===== config.mk =====
export PLATFORM = sky130hd
export DESIGN_NAME = fm_param_fetcher
export DESIGN_NICKNAME = d
export VERILOG_FILES = /design/src/rtl/fm_pkg.sv /design/src/rtl/fm_wait_counter.sv /design/src/rtl/fm_param_fetcher.sv
export SDC_FILE = /design/constraint.sdc
export NUM_CORES = 1
export LEC_CHECK = 0
export ABC_AREA = 1
export ABC_CLOCK_PERIOD_IN_PS = 4700
export BUFFER_PORTS_ARGS = -buffer_cell sky130_fd_sc_hd__buf_2
export CAP_MARGIN = 15
export CORE_UTILIZATION = 45
export DETAILED_ROUTE_END_ITERATION = 10
export GPL_ROUTABILITY_DRIVEN = 0
export HOLD_SLACK_MARGIN = 0.05
export MAX_ROUTING_LAYER = met4
export PLACE_DENSITY = 0.67
export SETUP_SLACK_MARGIN = 0.3
export SLEW_MARGIN = 20
export SYNTH_ARGS = -nofsm -noshare
export SYNTH_HDL_FRONTEND = slang
export SYNTH_SLANG_ARGS = --single-unit

===== constraint.sdc =====
create_clock -name clk_i -period 4.7 [get_ports clk_i]
set_input_delay 0.705 -clock clk_i [delete_from_list [all_inputs] [get_ports clk_i]]
set_output_delay 0.705 -clock clk_i [all_outputs]
set_load 0.02 [all_outputs]

===== src/rtl/fm_pkg.sv =====
// Shared types and flash-map constants for the parameter fetcher.
// Hidden neurons are packed from address 0; output neurons follow them.
package fm_pkg;

    typedef enum logic [2:0] {
        StIdle,
        StSetup,
        StWait,
        StCapture,
        StPresent,
        StDone
    } fm_state_e;

    localparam int unsigned HID_STRIDE   = 37;
    localparam int unsigned OUT_BASE     = 296;
    localparam int unsigned OUT_STRIDE   = 3;
    localparam int unsigned FM_LAST_ADDR = 325;

endpackage


===== src/rtl/fm_wait_counter.sv =====
// Loadable down-counter with a zero flag.
// Times how long the flash address is held before data is sampled.
module fm_wait_counter #(
    parameter int unsigned CNT_W = 4
) (
    input  logic             clk_i,
    input  logic             rst_i,
    input  logic             load_i,
    input  logic [CNT_W-1:0] load_val_i,
    input  logic             dec_i,
    output logic             zero_o
);

    logic [CNT_W-1:0] cnt_q, cnt_d;

    always_comb begin
        cnt_d = cnt_q;
        if (load_i) begin
            cnt_d = load_val_i;
        end else if (dec_i && (cnt_q != '0)) begin
            cnt_d = cnt_q - CNT_W'(1);
        end
    end

    always_ff @(posedge clk_i or posedge rst_i) begin
        if (rst_i) begin
            cnt_q <= '0;
        end else begin
            cnt_q <= cnt_d;
        end
    end

    assign zero_o = (cnt_q == '0);

endmodule


===== src/rtl/fm_param_fetcher.sv =====
// Flash read master: fetches one neuron's bias and weights and streams them
// to the MAC datapath over a valid/ready interface.
module fm_param_fetcher
    import fm_pkg::*;
#(
    parameter int unsigned ADDR_W      = 16,
    parameter int unsigned DATA_W      = 16,
    parameter int unsigned WAIT_CYCLES = 2,
    parameter int unsigned N_HIDDEN    = 8,
    parameter int unsigned HID_WORDS   = 36,
    parameter int unsigned N_OUT       = 10,
    parameter int unsigned OUT_WORDS   = 2
) (
    input  logic              clk_i,
    input  logic              rst_i,
    input  logic              start_i,
    input  logic              layer_sel_i,
    input  logic [3:0]        neuron_idx_i,
    output logic              busy_o,
    output logic              done_o,
    output logic              err_o,
    output logic              fm_ce_o,
    output logic              fm_oe_o,
    output logic              fm_we_o,
    output logic [ADDR_W-1:0] fm_addr_o,
    input  logic [DATA_W-1:0] fm_data_i,
    output logic              out_valid_o,
    input  logic              out_ready_i,
    output logic [DATA_W-1:0] out_data_o,
    output logic              out_is_bias_o,
    output logic              out_last_o
);

    localparam int unsigned MAX_WORDS = (HID_WORDS > OUT_WORDS) ? HID_WORDS : OUT_WORDS;
    localparam int unsigned CNT_W     = $clog2(MAX_WORDS + 2);

    fm_state_e         state_q, state_d;
    logic [ADDR_W-1:0] addr_q, addr_d;
    logic [CNT_W-1:0]  word_q, word_d;
    logic [CNT_W-1:0]  count_q, count_d;
    logic              err_q, err_d;
    logic              valid_q, valid_d;
    logic [DATA_W-1:0] data_q, data_d;
    logic              bias_q, bias_d;
    logic              last_q, last_d;

    logic              wc_load, wc_dec, wc_zero;
    logic              idx_ok, start_ok;
    logic [31:0]       base_calc, words_calc;

    fm_wait_counter #(
        .CNT_W(4)
    ) u_wait_counter (
        .clk_i     (clk_i),
        .rst_i     (rst_i),
        .load_i    (wc_load),
        .load_val_i(4'(WAIT_CYCLES - 1)),
        .dec_i     (wc_dec),
        .zero_o    (wc_zero)
    );

    // Request decode; the map-end guard only matters if the layer sizes are re-parameterised.
    always_comb begin
        if (layer_sel_i) begin
            idx_ok     = (32'(neuron_idx_i) < N_OUT);
            base_calc  = OUT_BASE + 32'(neuron_idx_i) * OUT_STRIDE;
            words_calc = OUT_WORDS + 1;
        end else begin
            idx_ok     = (32'(neuron_idx_i) < N_HIDDEN);
            base_calc  = 32'(neuron_idx_i) * HID_STRIDE;
            words_calc = HID_WORDS + 1;
        end
        start_ok = idx_ok && ((base_calc + words_calc - 32'd1) <= FM_LAST_ADDR);
    end

    always_comb begin
        state_d = state_q;
        addr_d  = addr_q;
        word_d  = word_q;
        count_d = count_q;
        err_d   = 1'b0;
        valid_d = valid_q;
        data_d  = data_q;
        bias_d  = bias_q;
        last_d  = last_q;
        wc_load = 1'b0;
        wc_dec  = 1'b0;

        unique case (state_q)
            StIdle: begin
                if (start_i) begin
                    if (start_ok) begin
                        state_d = StSetup;
                        addr_d  = ADDR_W'(base_calc);
                        word_d  = '0;
                        count_d = CNT_W'(words_calc);
                    end else begin
                        err_d = 1'b1;
                    end
                end
            end
            StSetup: begin
                wc_load = 1'b1;
                state_d = StWait;
            end
            StWait: begin
                if (wc_zero) begin
                    state_d = StCapture;
                end else begin
                    wc_dec = 1'b1;
                end
            end
            StCapture: begin
                valid_d = 1'b1;
                data_d  = fm_data_i;
                bias_d  = (word_q == '0);
                last_d  = (word_q == (count_q - CNT_W'(1)));
                state_d = StPresent;
            end
            StPresent: begin
                if (out_ready_i) begin
                    valid_d = 1'b0;
                    if (last_q) begin
                        state_d = StDone;
                    end else begin
                        addr_d  = addr_q + ADDR_W'(1);
                        word_d  = word_q + CNT_W'(1);
                        state_d = StSetup;
                    end
                end
            end
            StDone: begin
                state_d = StIdle;
            end
            default: begin
                state_d = StIdle;
            end
        endcase
    end

    always_ff @(posedge clk_i or posedge rst_i) begin
        if (rst_i) begin
            state_q <= StIdle;
            addr_q  <= '0;
            word_q  <= '0;
            count_q <= '0;
            err_q   <= 1'b0;
            valid_q <= 1'b0;
            data_q  <= '0;
            bias_q  <= 1'b0;
            last_q  <= 1'b0;
        end else begin
            state_q <= state_d;
            addr_q  <= addr_d;
            word_q  <= word_d;
            count_q <= count_d;
            err_q   <= err_d;
            valid_q <= valid_d;
            data_q  <= data_d;
            bias_q  <= bias_d;
            last_q  <= last_d;
        end
    end

    // Chip stays selected between words of one fetch; output enable drops once data is taken.
    assign busy_o        = (state_q == StSetup) || (state_q == StWait) ||
                           (state_q == StCapture) || (state_q == StPresent);
    assign fm_ce_o       = busy_o;
    assign fm_oe_o       = (state_q == StSetup) || (state_q == StWait) || (state_q == StCapture);
    assign fm_we_o       = 1'b0;
    assign done_o        = (state_q == StDone);
    assign err_o         = err_q;
    assign fm_addr_o     = addr_q;
    assign out_valid_o   = valid_q;
    assign out_data_o    = data_q;
    assign out_is_bias_o = bias_q;
    assign out_last_o    = last_q;

endmodule


# Word level (Yosys, flattened, before mapping)
# Index checks and enable logic that the tools add are counted.
# W data, S select, Z words.
# classes
add_sub_neg	7
mul	2
n_lt_le_gt_ge	3
eq_ne	11
muxes	29
reduce_logical	16
# ops
op	n
$mux W16	4
$add A32 B32 Y32	1
$le A32 B9 Y1 const B	1
$pmux W16 S2	1
$sub A32 B1 Y32 const B	1
$mux W6	5
$add A16 B1 Y16 const B	1
$mux W3	5
$pmux W3 S5	1
$pmux W6 S2	1
$add A9 B6 Y10 const A	1
$mul A4 B6 Y10 const B	1
$mux W10	1
$lt A4 B4 Y1 const B	2
$mux W1	8
$mux W4	2
$ne A2 B2 Y1 const B	4
$add A6 B1 Y6 const B	1
$eq A3 B2 Y1 const B	2
$eq A3 B3 Y1 const B	2
$eq A6 B6 Y1	1
$logic_not A6 Y1	1
$mul A4 B2 Y6 const B	1
$reduce_bool A2 Y1	3
14 further kinds	17
# word_totals
ff_bits	55
input_bits	25
out_inout_bits	41

# Logic depth before layout (Yosys ltp)
# depth
depth_word	10
mapped_depth	22
ltp_nobuf	21

# Hierarchy
# From an unflattened synthesis, not the netlist that was laid out.
# hier_totals
hier_cells	540
area_unflattened_um2	3753.6
# by_module_without_submodules
mod	instances	cells_each	area_each_um2
fm_param_fetcher	1	493	3454.6
fm_wait_counter	1	47	299.0

# Least setup slack after synthesis
# OpenSTA, ideal clock, no wires.
# synth_path
kind	input to register
start	input neuron_idx_i[1]
end	register addr_q[6] (netlist: fm_addr_o[6])
setup_time_ns	0.118
arrival_time_ns	3.044
path_slack_ns	1.538
cell_stages	20
n_path_buf	1
path_cell_list	ha_1 ha_1 fa_1 ha_1 nand2_1 o21ai_1 inv_2 nor2_1 nand3_1 nand2_1 nand2_1 nand3_1 nand3_1 nand2_2 nand2_2 nand2_4 nand3_4 buf_6 nand2_1 nand2_1
# synth_via
elab_chain_cells	9
word_cells_on_any_way	16
cone_classes	add/sub: 3; mul: 2; order compare: 3; eq/ne: 1; mux: 5; reduce/logical: 2
# synth_lines
item	line_no	rtl
start: declaration	fm_param_fetcher.sv:18	input logic [3:0] neuron_idx_i,
$mul A4 B2 Y6	fm_param_fetcher.sv:66	base_calc = OUT_BASE + 32'(neuron_idx_i) * OUT_STRIDE;
$add A9 B6 Y10	fm_param_fetcher.sv:66	
$mux W10	fm_param_fetcher.sv:64	if (layer_sel_i) begin
$add A32 B32 Y32	fm_param_fetcher.sv:73	start_ok = idx_ok && ((base_calc + words_calc - 32'd1) <= FM_LAST_ADDR);
$sub A32 B1 Y32	fm_param_fetcher.sv:73	
$le A32 B9 Y1	fm_param_fetcher.sv:73	
$logic_and A1 B1 Y1	fm_param_fetcher.sv:73	
$ne A2 B2 Y1 (no line)	n/a	
$reduce_and A5 Y1 (no line)	n/a	
end signal: assignment	fm_param_fetcher.sv:154	addr_q <= addr_d;
end: declaration	fm_param_fetcher.sv:38	logic [ADDR_W-1:0] addr_q, addr_d;
# Parallel ways exist; a longest one is shown, timed or not. The select of a mux whose other input is x is not followed.
# A chain may end at the register's enable or synchronous reset.

# Worst setup path in the final report
# layout_path
start	input neuron_idx_i[2]
end	register addr_q[5] (netlist: fm_addr_o[5])
# The elaborated chain is that of the path after synthesis.

==> results.py <==
metrics = {
    "run_status": {
        "status": "complete, no violations",
    },
    "synthesis": {
        "synthTopCellsByCount": "nand2_1, inv_1, dfrtp_1",
        "synth-seq-area-share": 0.3601,
        "synth_seq_cells": 52,
        "yosysTopAreaCellShare": 0.3601,
        "avgSynthCellArea_um2": 7.198,
        "yosysWarnings": 0,
        "synth_top_cell_by_area": "dfrtp_1",
        "ys_types": 38,
        "syn-num-nets": 553,
        "netlist_instances": 502,
        "ys_top_cells_by_area": "dfrtp_1, nand2_1, ha_1",
        "synth_enable_flop_cells": 0,
        "yosysMostFrequentCell": "nand2_1",
        "synthesis.area_mm2": 0.003613,
        "synth-main-ff-cell": "dfrtp_1",
        "async_flop_share": 1.000,
    },
    "global_routing": {
        "grt_pass1_wl_mm": 14.07,
        "grt_overflow": 0,
        "grtUsageTotal": 0.2118,
        "first_global_vias": 3067,
        "grt_max_degree": 53,
        "antenna_found_initial": 0,
    },
    "critical_path": {
        "cp.arrival_ns": 3.78,
        "crit_path_end_kind": "flop",
        "max_stage_delay_ns": 0.42,
        "cp_common_cell": "nand2_1",
        "worstSetupPathType": "in -> reg",
        "cp_max_fo": 25,
        "worstPathCellList": "buf_2 -> inv_1 -> ha_1 -> inv_1 -> fa_1 -> ha_1 -> nand2_1 -> o21ai_1 -> inv_2 -> nor2_1 -> nand3_1 -> nand2_1 -> nand2_1 -> nand3_1 -> nand3_1 -> nand2_2 -> nand2_2 -> nand2_4 -> nand3_4 -> nand2_1 -> nand2_1",
        "worst_setup_path_start_kind": "input port",
        "critPathRequiredTime_ns": 4.89,
        "cp_slowest_cell": "fa_1",
    },
    "drt": {
        "drc": 0,
        "drtAntennaViolNets": 0,
        "wl_mm": 8.367,
        "drt_iter0_markers": 223,
        "vias_per_cell": 5.141,
        "num_vias": 3388,
        "first_pass_iters": 4,
        "wl_per_cell_um": 12.70,
    },
    "sta": {
        "slew_headroom": 0.3164,
        "fin_skew_ns": 0.01008,
        "fin_crit_ns": 3.585,
        "fmax_ghz": 0.2789,
        "post-route-period-util": 0.7629,
        "finalSetupTns_ns": 0,
        "rsz0062_at_grt": "no",
        "slew_violations": 0,
        "setup_viol": 0,
        "worst_slew_pin_slew_ns": 1.025,
        "setup_slack_ns": 1.115,
        "hold_violations": 0,
    },
    "clock_network": {
        "cts.clk_slew.worst_paths_ns": 0.10,
        "htree_levels": 2,
        "root_buffer": "clkbuf_8",
        "clock_path_buffers": 2,
        "cts.repair.resized": 0,
        "ctsHoldBuffers": 0,
        "cts_tree": "built",
        "post-cts-setup-buffers": 0,
        "cts_sinks": 52,
        "clkLatencyLatePin_ns": 0.31,
        "cts_buffers": 5,
    },
    "die": {
        "die_y_um": 91.61,
        "coreArea_mm2": 0.007727,
        "floorplan.initialDensity": 0.4676,
        "rows": 32,
        "die_area_mm2": 0.008392,
        "ios": 66,
        "die_width_um": 91.61,
    },
    "hold_path": {
        "holdCritPathClass": "reg -> reg",
    },
    "cells_and_area": {
        "drive_above_1_share": 0.1634,
        "fillerInstances": 790,
        "diodes": 0,
        "nNetsFinal": 607,
        "multi_input_area_mm2": 0.001983,
        "regArea_mm2": 0.001301,
        "final_util": 0.5253,
        "syn2layout_area_growth_pct": 12.33,
    },
    "flow_run": {
        "maxCapViolations": 0,
    },
    "power_and_ir_drop": {
        "ir_worst_vdd_mv": 0.1998,
        "p_leak_nw": 2.172,
        "p_per_area_mw_per_mm2": 502.2,
    },
    "placed_design": {
        "hpwl_mm": 6.214,
        "numPortBuffers": 64,
        "place_ws_ns": 0.7919,
    },
}
## logic make-up after synthesis
family	after synthesis	synth area share
flops	52	0.3601
compound gates	52	0.08137
buf+inv	76	0.09107
simple gates	287	0.3549
xor+xnor	8	0.01939
fa+ha+maj	26	0.09211
other cells	1	0.001038
## per-layer routing
layer | vias up | GRT usage | wire length (um)
met2 | 67 | 0.3471 | 4003
met4 | 0 | 0.05159 | 72
met5 | - | - | 0
li1 | 1749 | - | -
met1 | 1564 | 0.2783 | 3906
met3 | 8 | 0.02902 | 386
## through the flow
stage | instances | total power [mW] | cell area (um^2) | hold slack [ns]
4_1_cts | 659 | 2.052 | 4058 | 0.4792
6_report | 659 | 2.038 | 4059 | 0.4750
2_1_floorplan | 502 | 1.507 | 3613 | 0.4757
3_5_place_dp | 651 | 1.780 | 3961 | 0.4536
3_3_place_gp | 651 | 1.748 | 3961 | 0.4494
5_1_grt | 659 | 2.214 | 4059 | 0.4990
## worst max-delay path, delay by kind of cell
family                   cells  cell delay [ns]
AO/OA/AOI/OAI                1             0.17
adder cells (fa/ha/maj)      3             1.00
AND/OR/NAND/NOR             13             1.40
buffers and inverters        4             0.49
## report_power, final
part	total (mW)	switching [mW]	internal, mW
combinational	1.03	0.705	0.330
clock	0.274	0.154	0.121
sequential	0.729	0.124	0.605
## registers in the layout, indices dropped and copies added (netlist names)
register,count
word_q,6
err_o,1
out_data_o,16
out_valid_o,1
out_last_o,1
out_is_bias_o,1
state_q,3
u_wait_counter.cnt_q,4
fm_addr_o,16
count_q,3
## final timing paths
check | cells after the start | startpoint | slack [ns] | endpoint
min in group asynchronous | 2 | rst_i | 0.54 | out_data_o[3]
min | 2 | out_data_o[14] | 0.48 | out_data_o[14]
max in group asynchronous | 2 | rst_i | 3.63 | fm_addr_o[6]
min reg2reg | 2 | out_data_o[14] | 0.48 | out_data_o[14]
max | 21 | neuron_idx_i[2] | 1.11 | fm_addr_o[5]
max reg2reg | 9 | state_q[1] | 1.79 | fm_addr_o[5]
## cell type report
class	instances	area share
flip-flops and latches	52	0.3206
clock inverters	2	0.003391
multi-input cells	374	0.4886
inverters	57	0.05302
well taps	102	0.03144
repair buffers	66	0.08261
clock buffers	6	0.02035
## cell usage in the layout (no fill, tap or decap), drive strengths merged
cell	count
a31oi	1
nor4	1
conb	1
nand2	168
dfrtp	52
o211ai	1
xnor2	3
xor2	5
nor3b	3
nand3	33
o21ai	32
o22ai	3
nand4	27
buf	66
nor2	33
or2	5
a211oi	3
a221oi	2
nand3b	3
and2	1
ha	25
o311ai	1
fa	1
clkinv	2
nor3	13
clkbuf	6
a21oi	9
inv	57
Power figures use the tool's default switching activity.
